$ cat src/rtl/nco_phase_gen.sv
// Phase-accumulator sample scheduler feeding the CORDIC stage: periodic tick, angle/strobe issue, overrun tracking.
// Optional angle dither is built when NCO_PHASE_DITHER_EN is defined.
module nco_phase_gen #(
  parameter int unsigned PHASE_W = 32,
  parameter int unsigned DIV_W   = 16,
  parameter int unsigned OVR_W   = 8
) (
  input  logic               clk,
  input  logic               rst_n,
  input  logic               enable,
  input  logic [PHASE_W-1:0] ftw,
  input  logic [PHASE_W-1:0] pow,
  input  logic [DIV_W-1:0]   div,
  input  logic               cordic_done,
  input  logic               ovr_clear,
  output logic [PHASE_W-1:0] angle,
  output logic               strobe,
  output logic               busy,
  output logic               overrun,
  output logic [OVR_W-1:0]   ovr_cnt
);

  typedef enum logic {ST_IDLE = 1'b0, ST_WAIT = 1'b1} state_t;

  state_t             state_q, state_d;
  logic [DIV_W-1:0]   div_cnt;
  logic [DIV_W-1:0]   reload;
  logic [PHASE_W-1:0] acc;
  logic [PHASE_W-1:0] candidate;
  logic               tick;
  logic               issue;
  logic               drop;

  assign reload = (div == '0) ? '0 : div - 1'b1;
  assign tick   = enable && (div_cnt == '0);

`ifdef NCO_PHASE_DITHER_EN
  logic [15:0] lfsr;

  always_ff @(posedge clk or negedge rst_n) begin
    if (!rst_n) begin
      lfsr <= 16'hACE1;
    end else if (issue) begin
      lfsr <= {lfsr[14:0], lfsr[15] ^ lfsr[13] ^ lfsr[12] ^ lfsr[10]};
    end
  end

  assign candidate = acc + pow + PHASE_W'(lfsr[7:0]);
`else
  assign candidate = acc + pow;
`endif

  always_ff @(posedge clk or negedge rst_n) begin
    if (!rst_n) begin
      div_cnt <= '0;
    end else if (!enable || (div_cnt == '0)) begin
      div_cnt <= reload;
    end else begin
      div_cnt <= div_cnt - 1'b1;
    end
  end

  always_ff @(posedge clk or negedge rst_n) begin
    if (!rst_n) begin
      state_q <= ST_IDLE;
    end else begin
      state_q <= state_d;
    end
  end

  // A tick coinciding with cordic_done is issued and keeps the block in WAIT.
  always_comb begin
    state_d = state_q;
    issue   = 1'b0;
    drop    = 1'b0;
    unique case (state_q)
      ST_IDLE: begin
        if (tick) begin
          issue   = 1'b1;
          state_d = ST_WAIT;
        end
      end
      ST_WAIT: begin
        if (tick && cordic_done) begin
          issue = 1'b1;
        end else if (tick) begin
          drop = 1'b1;
        end else if (cordic_done) begin
          state_d = ST_IDLE;
        end
      end
      default: state_d = ST_IDLE;
    endcase
  end

  always_comb begin
    busy = (state_q == ST_WAIT);
  end

  always_ff @(posedge clk or negedge rst_n) begin
    if (!rst_n) begin
      acc    <= '0;
      angle  <= '0;
      strobe <= 1'b0;
    end else begin
      strobe <= issue;
      if (tick) begin
        acc <= acc + ftw;
      end
      if (issue) begin
        angle <= candidate;
      end
    end
  end

  // A dropped tick outranks ovr_clear in the same cycle.
  always_ff @(posedge clk or negedge rst_n) begin
    if (!rst_n) begin
      overrun <= 1'b0;
      ovr_cnt <= '0;
    end else if (drop) begin
      overrun <= 1'b1;
      if (ovr_clear) begin
        ovr_cnt <= OVR_W'(1);
      end else if (ovr_cnt != '1) begin
        ovr_cnt <= ovr_cnt + 1'b1;
      end
    end else if (ovr_clear) begin
      overrun <= 1'b0;
      ovr_cnt <= '0;
    end
  end

endmodule

$ cat config.mk
export PLATFORM = sky130hd
export DESIGN_NAME = nco_phase_gen
export DESIGN_NICKNAME = d
export VERILOG_FILES = /design/src/rtl/nco_phase_gen.sv
export SDC_FILE = /design/constraint.sdc
export NUM_CORES = 1
export LEC_CHECK = 0
export ABC_AREA = 1
export BUFFER_PORTS_ARGS = -buffer_cell sky130_fd_sc_hd__buf_2
export CORE_MARGIN = 2
export CORE_UTILIZATION = 51
export DETAILED_ROUTE_END_ITERATION = 6
export PLACE_DENSITY = 0.73
export SLEW_MARGIN = 10
export SYNTH_ARGS = -nofsm -noshare
export SYNTH_HDL_FRONTEND = slang
export SYNTH_SLANG_ARGS = --single-unit
$ cat constraint.sdc
create_clock -name clk -period 2.5 [get_ports clk]
set_input_delay 0 -clock clk [delete_from_list [all_inputs] [get_ports clk]]
set_output_delay 0 -clock clk [all_outputs]
set_load 0.02 [all_outputs]
==> qor.yml <==
coreArea_mm2: 0.0171
rows: 48
ant_nets: 0
overflow: 0
clock.fmax_mhz: 456
register_area_mm2: 0.00228
yosys.area.top_type: "dfrtp_1"
initial_core_util: 0.515
routabilityCongestion: 0.917
port_buffers: 127
dp.cells: 1770
ys_types: 37
synth.most_common_cell: "nand2_1"
crit_chain: "ha_1, fa_1, nand3_1, nand3_1, nand2_1, nand2_1, nand2_1, nand2_1, or2_2, nand3_1, nand2_1"
wl_per_cell_um: 13.5
synthCells: 1428
viasPerCell: 5.02
drive_gt1_frac: 0.112
cp_slowest_cell: "fa_1"
cts_tree: "built"
io_pins: 128
finalSetupViolations: 0
first_pass_iters: 5
hold_viol: 0
synth_common_cells: "592 x nand2_1, 229 x inv_1, 115 x nor2_1"
pre_cts_ws_ns: 0.320
grt_start_max_net_pins: 55
required_ns: 2.75
fin_ws_ns: 0.307
cp_max_fo: 4
finalPower_mw: 3.61
cts_resized: 0
synth.ff_latch_count: 91
clock-sinks: 91
rsz0062_at_grt: "no"
hp-class: "in2reg"
fin_crit_sh: 0.877
clkSlewWorstSetupHoldPaths_ns: 0.07
fin_util: 0.594
yosys-top-cells-area: "dfrtp_1 26%, nand2_1 25%, inv_1 9.7%, ha_1 9.5%, nor2_1 4.9%"
fin_skew_ns: 0.0104
crit_path_end_kind: "flip-flop"
fillers: 1779
synth-seq-area-share: 0.258
hold_ws_ns: 0.0312
startpoint_type: "flip-flop"
drtIter0Drc: 698
first_global_vias: 8515
cts_root_buffer: "clkbuf_16"
cts_buffer_depth: 2
placed_area_mm2: 0.00967
slowest_delay_ns: 0.45
synth_top_area_frac: 0.258
multi_input_area_mm2: 0.00556
postSynthAreaPerCell_um2: 6.18
run_status: "complete, no violations"
critical_path_buf_inv_count: 0
p_leak_nw: 6.09
wirelength_mm: 24.4
crit_family: "simple AND/OR/NAND/NOR gates"
tns_ns: 0
final_cells: 1806
syn-cell-area_mm2: 0.00882
track_usage: 0.279
die_x_um: 136
grt_pass1_wl_mm: 40.7
diodes: 0
dpl.hpwl_mm: 19.7
drv_slew: 0
async_reset_ff_frac: 1.00
synth_edf_count: 0
cellPowerDensity_mw_per_mm2: 355
h-tree-depth: 3
die_area_mm2: 0.0184
ys_warn_count: 0
min_period_ns: 2.19
final_nets: 1731
crit_path_frequent_cell: "nand2_1"
maxSlewHeadroom: 0.377
num_vias: 9073
drcViolationCount: 0
cts_buffers: 9
ir_worst_vdd_v: 0.000322
ys.flop_type: "dfrtp_1"
die_h_um: 136
antenna_found_initial: 0
maxCapViolCount: 0
synthToLayoutAreaGrowth_pct: 15.3
post-route-cell-area_mm2: 0.0102
clk_latency_ns: 0.36
worst_pin_slew_ns: 0.925
syn_nets: 1582
arrival_ns: 2.44
crit_type: "reg2reg"
[state kept, by name, indices dropped and copies added (netlist names)]
| signal | flops |
|---|---|
| acc | 32 |
| angle | 32 |
| div_cnt | 16 |
| ovr_cnt | 8 |
| busy | 1 |
| overrun | 1 |
| strobe | 1 |
[cell families after synthesis]
family,share of synthesized area
and+or+nand+nor,0.411
buffers and inverters,0.112
AOI/OAI and AO/OA,0.0637
DFF,0.258
adders and majority gates,0.0996
xor gates and xnor gates,0.0556
[path summary, 6_finish.rpt]
check	startpoint	cells after the start	end	slack [ns]
max	acc[0]	11	angle[12]	0.31
max reg2reg	acc[0]	11	angle[12]	0.31
min in group asynchronous	rst_n	2	acc[7]	0.18
max in group asynchronous	rst_n	3	angle[22]	1.63
min reg2reg	angle[3]	2	angle[3]	0.48
min	ftw[31]	5	acc[31]	0.03
[layout make-up]
class | count | share of cell area
Clock buffer | 9 | 0.0221
Multi-Input combinational cell | 1091 | 0.546
Sequential cell | 91 | 0.224
Inverter | 232 | 0.0858
Timing Repair Buffer | 152 | 0.0876
Clock inverter | 6 | 0.00652
Tap cell | 225 | 0.0277
[power breakdown]
part | internal, mW | switching (mW) | total [mW]
clock network | 0.774 | 0.639 | 1.41
logic | 0.251 | 0.399 | 0.650
registers | 1.51 | 0.0368 | 1.55
total | 2.54 | 1.07 | 3.61
[worst min-delay path, cell delays in order]
cell and delay [ns]:
buf_2 0.09, xnor2_1 0.07, nand3_1 0.08, nand3_1 0.07, nand2_1 0.06
[timing repair]
item	CTS	global route
hold buffers	21	0
hold endpoints to repair	61	0
setup buffers	0	0
[cells in the final DEF (no fill, tap or decap), drive strengths merged, types with 9 or more instances in the layout]
cell type	n
clkbuf	9
nand4	17
o21ai	44
nand3b	24
dfrtp	91
xor2	18
nor2	121
dlygate4sd3	21
ha	67
nor3	11
nand3	85
a21oi	40
inv	232
buf	131
nand2	592
xnor2	38
[routing by layer]
| layer | vias up | GRT usage | share of wire |
|---|---|---|---|
| met4 | 0 | 0.0920 | 0.026 |
| met5 | - | 0 | 0 |
| met2 | 244 | 0.474 | 0.46 |
| li1 | 4732 | - | - |
| met1 | 4057 | 0.366 | 0.46 |
| met3 | 40 | 0.0404 | 0.050 |
(Power assumes the default switching activity.)
